<file path="src/rtl/aq_mem_arbiter.sv">
// aq_mem_arbiter: single-port arbiter for the 64KB system RAM.
// Requesters: CPU/PLA (highest priority, gated by cpu_ce), loader write FIFO
// and tape read engine (round-robin between the latter two).
// RAM interface is registered; read data returns one cycle after ram_en.
// Optional stall statistics: define AQ_MEM_ARB_STATS_EN.
module aq_mem_arbiter #(
    parameter int unsigned AW       = 16,
    parameter int unsigned DW       = 8,
    parameter int unsigned LD_DEPTH = 4
) (
    input  logic          clk,
    input  logic          reset_n,
    input  logic          cpu_ce,
    input  logic          cpu_req,
    input  logic          cpu_we,
    input  logic [AW-1:0] cpu_addr,
    input  logic [DW-1:0] cpu_wdata,
    output logic [DW-1:0] cpu_rdata,
    input  logic          ld_wr,
    input  logic [AW-1:0] ld_addr,
    input  logic [DW-1:0] ld_wdata,
    output logic          ld_busy,
    output logic          ld_ovf,
    input  logic          tp_req,
    input  logic [AW-1:0] tp_addr,
    output logic          tp_ack,
    output logic [DW-1:0] tp_rdata,
    output logic          tp_rvalid,
    output logic [AW-1:0] ram_addr,
    output logic [DW-1:0] ram_wdata,
    output logic          ram_we,
    output logic          ram_en,
`ifdef AQ_MEM_ARB_STATS_EN
    output logic [15:0]   stat_ld_stall,
    output logic [15:0]   stat_tp_stall,
`endif
    input  logic [DW-1:0] ram_rdata
);

    localparam int unsigned PW = $clog2(LD_DEPTH);
    localparam int unsigned CW = PW + 1;

    // Owner of the read issued in a pipeline stage
    typedef enum logic [1:0] {TagNone, TagCpu, TagTape} tag_e;

    logic [AW-1:0] fifo_addr_q [LD_DEPTH];
    logic [DW-1:0] fifo_data_q [LD_DEPTH];
    logic [PW-1:0] wr_ptr_q, rd_ptr_q;
    logic [CW-1:0] count_q;
    logic          rr_tape_q;
    logic          ovf_q;
    tag_e          s1_tag_q, s2_tag_q, tag_d;
    logic          en_q, we_q, en_d, we_d;
    logic [AW-1:0] addr_q, addr_d;
    logic [DW-1:0] wdata_q, wdata_d;
    logic [DW-1:0] cpu_rdata_q, tp_hold_q;

    logic cpu_win, ld_pend, tp_pend, ld_win, tp_win, fifo_full, push;

    assign cpu_win   = cpu_ce & cpu_req;
    assign ld_pend   = (count_q != '0);
    // A request seen while its own ack is out is the old one; new one is eligible next cycle
    assign tp_pend   = tp_req & (s1_tag_q != TagTape);
    assign ld_win    = ~cpu_win & ld_pend & (~tp_pend | rr_tape_q);
    assign tp_win    = ~cpu_win & tp_pend & ~ld_win;
    assign fifo_full = (count_q == CW'(LD_DEPTH));
    assign push      = ld_wr & (~fifo_full | ld_win);

    // Select the winner's access for the registered RAM port
    always_comb begin
        en_d    = 1'b0;
        we_d    = 1'b0;
        addr_d  = '0;
        wdata_d = '0;
        tag_d   = TagNone;
        if (cpu_win) begin
            en_d    = 1'b1;
            we_d    = cpu_we;
            addr_d  = cpu_addr;
            wdata_d = cpu_we ? cpu_wdata : '0;
            tag_d   = cpu_we ? TagNone : TagCpu;
        end else if (ld_win) begin
            en_d    = 1'b1;
            we_d    = 1'b1;
            addr_d  = fifo_addr_q[rd_ptr_q];
            wdata_d = fifo_data_q[rd_ptr_q];
        end else if (tp_win) begin
            en_d    = 1'b1;
            addr_d  = tp_addr;
            tag_d   = TagTape;
        end
    end

    // Loader FIFO storage, no reset needed since count gates reads
    always_ff @(posedge clk) begin
        if (push) begin
            fifo_addr_q[wr_ptr_q] <= ld_addr;
            fifo_data_q[wr_ptr_q] <= ld_wdata;
        end
    end

    // FIFO pointers, occupancy, overflow flag and round-robin state
    always_ff @(posedge clk or negedge reset_n) begin
        if (!reset_n) begin
            wr_ptr_q  <= '0;
            rd_ptr_q  <= '0;
            count_q   <= '0;
            ovf_q     <= 1'b0;
            rr_tape_q <= 1'b1;
        end else begin
            if (push) begin
                wr_ptr_q <= wr_ptr_q + PW'(1);
            end
            if (ld_win) begin
                rd_ptr_q <= rd_ptr_q + PW'(1);
            end
            count_q <= count_q + CW'(push) - CW'(ld_win);
            if (ld_wr && fifo_full && !ld_win) begin
                ovf_q <= 1'b1;
            end
            if (ld_win) begin
                rr_tape_q <= 1'b0;
            end else if (tp_win) begin
                rr_tape_q <= 1'b1;
            end
        end
    end

    // RAM port registers and read-return pipeline
    always_ff @(posedge clk or negedge reset_n) begin
        if (!reset_n) begin
            en_q        <= 1'b0;
            we_q        <= 1'b0;
            addr_q      <= '0;
            wdata_q     <= '0;
            s1_tag_q    <= TagNone;
            s2_tag_q    <= TagNone;
            cpu_rdata_q <= '0;
            tp_hold_q   <= '0;
        end else begin
            en_q     <= en_d;
            we_q     <= we_d;
            addr_q   <= addr_d;
            wdata_q  <= wdata_d;
            s1_tag_q <= tag_d;
            s2_tag_q <= s1_tag_q;
            if (s2_tag_q == TagCpu) begin
                cpu_rdata_q <= ram_rdata;
            end
            if (s2_tag_q == TagTape) begin
                tp_hold_q <= ram_rdata;
            end
        end
    end

    assign ram_en    = en_q;
    assign ram_we    = we_q;
    assign ram_addr  = addr_q;
    assign ram_wdata = wdata_q;
    assign cpu_rdata = cpu_rdata_q;
    assign tp_ack    = (s1_tag_q == TagTape);
    assign tp_rvalid = (s2_tag_q == TagTape);
    assign tp_rdata  = tp_rvalid ? ram_rdata : tp_hold_q;
    assign ld_busy   = ld_pend;
    assign ld_ovf    = ovf_q;

`ifdef AQ_MEM_ARB_STATS_EN
    logic [15:0] stat_ld_q, stat_tp_q;

    // Saturating counts of cycles pending but not granted
    always_ff @(posedge clk or negedge reset_n) begin
        if (!reset_n) begin
            stat_ld_q <= '0;
            stat_tp_q <= '0;
        end else begin
            if (ld_pend && !ld_win && stat_ld_q != 16'hFFFF) begin
                stat_ld_q <= stat_ld_q + 16'd1;
            end
            if (tp_pend && !tp_win && stat_tp_q != 16'hFFFF) begin
                stat_tp_q <= stat_tp_q + 16'd1;
            end
        end
    end

    assign stat_ld_stall = stat_ld_q;
    assign stat_tp_stall = stat_tp_q;
`endif

endmodule
</file>
<file path="config.mk">
export PLATFORM = sky130hd
export DESIGN_NAME = aq_mem_arbiter
export DESIGN_NICKNAME = d
export VERILOG_FILES = /design/src/rtl/aq_mem_arbiter.sv
export SDC_FILE = /design/constraint.sdc
export NUM_CORES = 1
export LEC_CHECK = 0
export ABC_CLOCK_PERIOD_IN_PS = 4580
export BUFFER_PORTS_ARGS = -buffer_cell sky130_fd_sc_hd__buf_2
export CAP_MARGIN = 20
export CORE_ASPECT_RATIO = 0.75
export CORE_UTILIZATION = 35
export CTS_BUF_LIST = sky130_fd_sc_hd__clkbuf_16
export CTS_CLUSTER_DIAMETER = 100
export DETAILED_ROUTE_END_ITERATION = 8
export SKIP_LAST_GASP = 1
export SLEW_MARGIN = 10
export SYNTH_ARGS = -nofsm -noshare
export SYNTH_HDL_FRONTEND = slang
export SYNTH_SLANG_ARGS = --single-unit
export TNS_END_PERCENT = 50
</file>
<file path="constraint.sdc">
create_clock -name clk -period 4.58 [get_ports clk]
set_input_delay 0.229 -clock clk [delete_from_list [all_inputs] [get_ports clk]]
set_output_delay 0.229 -clock clk [all_outputs]
set_load 0.1 [all_outputs]
</file>
==> results of run 1 <==
[metal layers]
metal	vias to the layer above	wire, um	track usage
met3	16	1040	0.0456
met1	1614	5400	0.200
met5	-	0	0
li1	1479	-	-
met4	0	142	0.0566
met2	130	5580	0.233
[final timing paths]
path	start	to	depth (start not counted)
max	s2_tag_q[0]$_DFF_PN0_	tp_rdata[2]	3
min	cpu_addr[11]	ram_addr[11]$_DFF_PN0_	3
max reg2reg	rr_tape_q$_DFFE_PN1P_	count_q[1]$_DFF_PN0_	7
min reg2reg	s1_tag_q[1]$_DFF_PN0_	s2_tag_q[1]$_DFF_PN0_	0
max in group asynchronous	reset_n	rd_ptr_q[0]$_DFFE_PN0N_	3
min in group asynchronous	reset_n	ram_wdata[3]$_DFF_PN0_	3
[flip-flops by register name, summed over array words and instances (netlist names)]
name         count
s1_tag_q         2
rr_tape_q        1
s2_tag_q         2
wr_ptr_q         2
ram_addr        16
fifo_data_q     32
fifo_addr_q     64
ram_en           1
tp_hold_q        8
ram_wdata        8
ram_we           1
count_q          3
cpu_rdata        8
ld_ovf           1
rd_ptr_q         2
[stage by stage]
step	worst slack [ps]	utilization	instance area [sq um]
global placement	2200	0.412	6620
finish	2160	0.454	7290
detailed placement	2140	0.412	6620
global route	2050	0.453	7280
floorplan	2120	-	5770
CTS	2070	0.453	7280
[logic make-up after synthesis]
logic type | after synthesis
AOI/OAI and AO/OA | 31
xor gates and xnor gates | 5
adders and majority gates | 7
buffers and inverters | 24
DFF | 151
muxes | 41
and+or+nand+nor | 52
[cell usage in the layout (no fill, tap or decap), types with 2 or more instances in the layout]
cell type	instances
xnor2_1	3
nand3_1	2
dfrtp_1	53
edfxtp_1	96
nor2b_1	2
a22oi_1	16
buf_4	8
mux2_2	17
inv_6	6
nand2b_1	2
mux4_2	24
nor2_1	2
buf_2	124
clkbuf_16	17
clkinvlp_4	5
diode_2	2
ha_1	6
dlygate4sd3_1	10
xor2_1	2
nand2_1	36
inv_1	8
and2_1	4
a22o_1	8
[worst reg2reg max path: cells and delay by family, from the launching register on]
family / cells / cell delay [ps]
fa+ha+maj: 3 / 860
flops: 1 / 580
simple gates: 1 / 100
buf+inv: 2 / 450
compound gates: 1 / 230
[power by group through the flow]
stage	Sequential (mW)	Clock (mW)	Combinational, mW
CTS	2.04	1.36	2.48
floorplan	2.97	0	1.10
global route	2.08	1.42	2.57
global placement	2.05	0	2.45
finish	2.03	1.33	2.46
detailed placement	2.07	0	2.47
[area by class of cell]
class                           count  area share
Timing Repair Buffer              142       0.107
Inverter                            9     0.00463
Sequential cell                   151       0.585
Clock inverter                     15      0.0192
Tap cell                          210      0.0360
Multi-Input combinational cell    136       0.189
Antenna cell                        2    0.000687
Clock buffer                       17      0.0584
==> impl_summary.md, run 1 <==
STA
The worst hold slack after final layout is around 16 ps. Setup repair after global routing left no endpoint under its margin. The final setup TNS is 0 ps. The final critical-path share of the clock period is 0.527. The highest clock frequency the design can meet is 414 MHz. The count of final hold-check violations is 0. The max-slew violation count is 0. The relative slew slack is 0.405. The clock skew after layout is roughly 10 ps. The minimum period implied by the final worst setup slack is between 2000 and 2500 ps. Setup violations remaining at the end of the flow were counted as 0. The transition at the pin with the smallest max-transition slack is just under 900 ps.

Worst setup path
The kind of cell adding the most delay to the critical path is simple AND/OR/NAND/NOR gates. Traced cell by cell, the critical path runs through nor2b_1, mux2_2, buf_2. The setup path with the least slack is of type flip-flop to output port. STA classifies the critical path startpoint as a flip-flop. Data on the critical path arrives at its endpoint at 2190 ps. The worst path required time is 4350 ps. The buffers plus inverters on the worst setup path is 1. STA classifies the critical path endpoint as an output port. Of all nets on the critical path, the largest fanout is 9. The longest individual stage delay on the worst path is around 660 ps.

For this design, the slowest cell found on the critical path is nor2b_1. The reg-to-reg setup timing slack is roughly 2200 ps.

Route
For this run, design rule violations remaining after detail routing come to 0. The total number of vias is ~3,200. The length of the first detailed-routing pass in iterations is 4. In this run, the number of DRC markers left after iteration 0 of detailed routing was ~140. After detailed routing, the average wire length per cell comes to approximately 18 um. The total routed wirelength is ~12,000 um.

The count of nets left with antenna violations once routing finished came out at 0. The number of vias per cell is ~4.7.

Yosys
Ranked by total cell area, the synthesized netlist is headed by edfxtp_1 50%, dfrtp_1 23%, mux4_2 9.4%, mux2_2 3.3%, nand2_1 2.3%. Of the total synthesized cell area, the portion taken by full adders, half adders and majority gates is 0.0165. The cell area that synthesis handed to floorplanning was slightly below 6000 sq um. Of the total synthesized cell area, the portion taken by AND, OR, NAND and NOR gates is 0.0414.

The commonest cells after synthesis are 96 x edfxtp_1, 54 x dfrtp_1, 36 x nand2_1. The number of nets handed over by synthesis was 397. Summed over all instances, the cell type with the most area after synthesis is edfxtp_1. The number of distinct standard cells referenced by the synthesized netlist is 38. The post-synthesis xor/xnor area fraction is 0.00759. Of all flip-flops after synthesis, the portion carrying an async set or reset was 0.364. The complex-gate fraction of the synthesized area is 0.0447. Yosys mapped a number of flops with a built-in enable equal to 96. The average cell area after synthesis is ~19 sq um. For this run, the register share of the synthesized area comes to 0.738. The combinational family with the most area after synthesis is multiplexers. Synthesis produced a netlist whose cell count is roughly 310.

The flip-flop and latch count after synthesis is 151. The flip-flop cell with the highest count after synthesis is edfxtp_1. Among all cell types in the netlist, the one instantiated most often is edfxtp_1. Measured against the total synthesized area, the mux share comes to 0.127.

The synthesis warning total is 0. The fraction of synthesized cell area taken by the top area cell type is 0.500.

Global routing
The initial antenna violation count is 2. The pin count of the biggest net entering global routing is 56. The first global-routing pass estimated about 19,000 um of wire. In the global route stage, overall resource usage came out at 0.151. The via count of the first global-routing pass was ~3,400. The total overflow left after global routing is 0.

Power and ir drop
The static leakage is just under 3 nW. VDD sags by at most ~0.39 mV. The share of power burned in registers is 0.349. The switching power as a share of total power is 0.450. The internal cell power is ~3.2 mW. The total power draw is between 5 and 6 mW. The total net switching power is 2.62 mW.

The power per cell area is 798 nW/um^2. The share of total power dissipated in combinational logic is 0.422. Of the total power, the clock network draws 0.228.

Die
The starting utilization of the core area is 0.359. The number of top-level pins is roughly 130. The placement row count is 40. The standard cell core area is around 16,000 sq um. The die is 150 um wide.

The die extent in y is roughly 110 um. The die covers between 15,000 and 20,000 sq um.

Clocking
For this design, the sink count on the clock tree is approximately 150. The number of H-tree levels is 4. TritonCTS created 17 clock buffers. After clock tree synthesis, the setup repair step added 0 buffers. TritonCTS built the clock tree.

The deepest clock path buffer count is 2. The clock transition at the registers of the reported paths is approximately 60 ps. The number of instances resized during post-cts repair is 0. The master cell of the clock root buffer is clkbuf_16. At the later pin of the worst-skew pair, clock insertion delay measures about 410 ps. The count of hold-fix buffers inserted at cts is 10.

Placement
Routability-driven placement finished with a final weighted congestion of about 0.73. Counting tap cells, the placed design contains a total of approximately 640 instances. After legalization and detailed placement, the total HPWL measured 7830 um.

The count of input and output buffers is approximately 120.

Worst hold path
The kind of path behind the tightest hold check is primary input to flip-flop.

Finish
The footprint of the flip-flops and latches is 4260 sq um. Leaving out filler cells and counting taps, the final layout contains about 680. The layout net count is about 540. The total of fill cells in the finished design is around 1,400. The relative area change from synthesis to final layout is 26.3%. The layout cell share with drive strength beyond 1 is 0.451. The total area of multi-input combinational cells is approximately 1400 sq um.

Outcome
The flow ran to the end, and the final reports show no timing, DRC or antenna violations.

Flow run
The tool flagged a number of max-cap violations equal to 0.
Note: power is estimated with default switching activity, not from simulation.
==> inputs of run 2 (changes only) <==
--- a/config.mk
+++ b/config.mk
@@ -5,7 +5,7 @@
 export SDC_FILE = /design/constraint.sdc
 export NUM_CORES = 1
 export LEC_CHECK = 0
-export ABC_CLOCK_PERIOD_IN_PS = 4580
+export ABC_CLOCK_PERIOD_IN_PS = 2000
 export BUFFER_PORTS_ARGS = -buffer_cell sky130_fd_sc_hd__buf_2
 export CAP_MARGIN = 20
 export CORE_ASPECT_RATIO = 0.75
==> constraint.sdc (replaced) <==
create_clock -name clk -period 2 [get_ports clk]
set_input_delay 0.1 -clock clk [delete_from_list [all_inputs] [get_ports clk]]
set_output_delay 0.1 -clock clk [all_outputs]
set_load 0.1 [all_outputs]
==> impl_summary.md, run 2 (same netlist as run 1, synthesis figures left out) <==
Worst setup path
The arrival time reported for the critical path endpoint is approximately 2300 ps. The worst setup path is captured at a flip-flop. STA classifies the critical path startpoint as a flip-flop. Among all stages on the critical path, the largest delay is contributed by dfstp_2.

Data on the critical path is required at its endpoint by between 2000 and 2500 ps. The largest single stage delay on the critical path is between 500 and 600 ps. The top fanout value on the critical path is 2. The setup path with the least slack is of type flip-flop to flip-flop.

The signal on the critical path passes through nor2b_2, a21oi_1, o21a_1, inv_2, ha_4, inv_2, ha_4, fa_2, xnor2_2.

Route
The number of vias per cell is about 4.6. The first detailed-routing pass took 4 iterations. Once detail routing completed, the nets flagged for antenna violations numbered 0. The total number of vias is approximately 3,500. In the routed design, unresolved DRC markers number 0.

The total routed wirelength is between 10,000 and 15,000 um. The starting DRC count in detailed routing is ~140. Dividing the detail-routed wire length by the instance count gives about 17 um.

Die
The core region is between 15,000 and 20,000 sq um. The starting utilization of the core area is 0.359. From bottom edge to top edge, the die measures ~110 um.

The floorplan has 40 rows. The number of top-level pins is about 130. The floorplan step set the die width to around 150 um. The die covers between 15,000 and 20,000 sq um.

STA
Setup repair after global routing could not meet its margin everywhere. The highest clock frequency the design can meet is 501 MHz. Setup total negative slack on the finished layout was measured at 0 ps. The clock arrives with ~8 ps of skew.

The count of final hold-check violations is 0. The transition at the pin with the smallest max-transition slack is around 640 ps. The relative slew slack is 0.576.

The final count of negative-setup-slack endpoints is 0. The final critical-path share of the clock period is 0.997. The minimum period implied by the final worst setup slack is between 1500 and 2000 ps. The max-slew violation count is 0.

Clocking
TritonCTS built the clock tree. The deepest clock path buffer count is 2. Clock tree synthesis found a total of between 150 and 200 sinks. The number of H-tree levels is 4. The master cell of the clock root buffer is clkbuf_16. The number of clock buffers added by TritonCTS is 17. The clock reaches the later pin of the worst-skew pair after roughly 420 ps.

The clock transition at the registers of the reported paths is 60 ps.

Global routing
Entering global routing, the biggest net connects 29 pins. The via count of the first global-routing pass is between 3,000 and 4,000. The initial antenna violation count is 1. The first-pass GRT wire length is 20,700 um.

For this run the aggregate overflow at the end of global routing stands at 0. For this run, the total global-route usage over all layers was measured as 0.168.

Placement
The area of placed instances is between 6000 and 7000 sq um. The weighted congestion at the end of routability-driven global placement is 0.676. The count of input and output buffers is approximately 120. The total half-perimeter wirelength after legalization and detailed placement is 8200 um.

Worst hold path
The worst hold path belongs to the class primary input to asynchronous set/reset pin.

Finish
The library cell used most frequently in the layout, excluding fill and tap cells, is buf_2. After the last flow step, the layout net total stands at 627. The register with the most flip-flops in the layout has 64 of them.

Leaving out fill and tap cells, the most frequent cells in the layout are 116 x buf_2, 96 x edfxtp_1, 79 x dlygate4sd3_1. The post-layout instance area is 8380 sq um. The relative area change from synthesis to final layout is 45.2%. The layout cell share with drive strength beyond 1 is 0.421.

Ranked by flip-flop count, first place goes to fifo_addr_q.

Flow run
Across the run, the number of max-cap violations was 0.

Power and ir drop
Summed over all cells, the static leakage comes to about 3.4 nW. IR analysis of the VDD net gives a maximum drop of between 1 and 1.5 mV. For this design the ratio of total power to cell area is 1710 nW/um^2.

Outcome
The run finished with clean final reports.
-- run 2: cell types whose count changed in the layout (fill, tap and decap cells not counted), sizes merged --
cell         change
clkinvlp         -1
buf             +15
bufinv           +3
inv              -5
dlygate4sd3     +69
diode            -1
clkinv           +3
-- run 2: path summary, 6_finish.rpt --
| check | slack (ps) | from | to | cells after the start |
|---|---|---|---|---|
| max | 6 | rr_tape_q$_DFFE_PN1P_ | count_q[2]$_DFF_PN0_ | 9 |
| min | 250 | reset_n | ram_wdata[4]$_DFF_PN0_ | 2 |
| max reg2reg | 6 | rr_tape_q$_DFFE_PN1P_ | count_q[2]$_DFF_PN0_ | 9 |
| min reg2reg | 380 | s1_tag_q[0]$_DFF_PN0_ | s2_tag_q[0]$_DFF_PN0_ | 0 |
| max in group asynchronous | 1130 | reset_n | rd_ptr_q[0]$_DFFE_PN0N_ | 3 |
| min in group clk | 380 | s1_tag_q[0]$_DFF_PN0_ | s2_tag_q[0]$_DFF_PN0_ | 0 |
-- run 2: critical path: cells and delay by family (launching register included) --
| kind | cells | cell delay, ps |
|---|---|---|
| xor+xnor | 1 | 140 |
| simple gates | 1 | 50 |
| fa+ha+maj | 3 | 780 |
| compound gates | 2 | 280 |
| flops | 1 | 540 |
| buf+inv | 2 | 90 |
-- run 2: power breakdown --
part           internal [mW]  switching [mW]
Sequential              4.24           0.280
Combinational           1.95            4.59
Clock                   2.07            1.23
Total                   8.26            6.10
-- run 2: per-layer routing --
layer,track usage,up-vias,routed length (um)
met1,0.211,1772,5840
met3,0.0484,12,685
met4,0.0552,0,123
met5,0,-,0
met2,0.279,110,6360
li1,-,1649,-
-- run 2: metrics by stage --
| stage | setup WS (ps) | hold WS (ps) | cells | utilization | power [mW] |
|---|---|---|---|---|---|
| floorplan | -187 | -196 | 311 | - | 9.33 |
| global placement | 10.8 | 150 | 652 | 0.431 | 10.9 |
| detailed placement | -27.5 | 153 | 652 | 0.431 | 11.0 |
| CTS | 5.27 | 237 | 764 | 0.519 | 14.4 |
| global route | -71.7 | 307 | 765 | 0.521 | 15.0 |
| finish | 5.63 | 246 | 765 | 0.521 | 14.4 |
-- run 2: what timing repair did --
item                                    CTS  global route
gates resized for setup                   1             9
setup buffers                             1             0
hold buffers                             79             0
endpoints found under the setup margin    1             2
pin swaps                                 1             6
endpoints found under the hold margin   160             0
-- run 2: final cells by class --
cell class	instances	area, sq um
fillers	1311	7690
flip-flops and latches	151	4260
repair buffers	226	1780
multi-input cells	136	1430
clock buffers	17	425
well taps	210	263
clock inverters	15	185
inverters	9	33.8
diodes	1	2.50
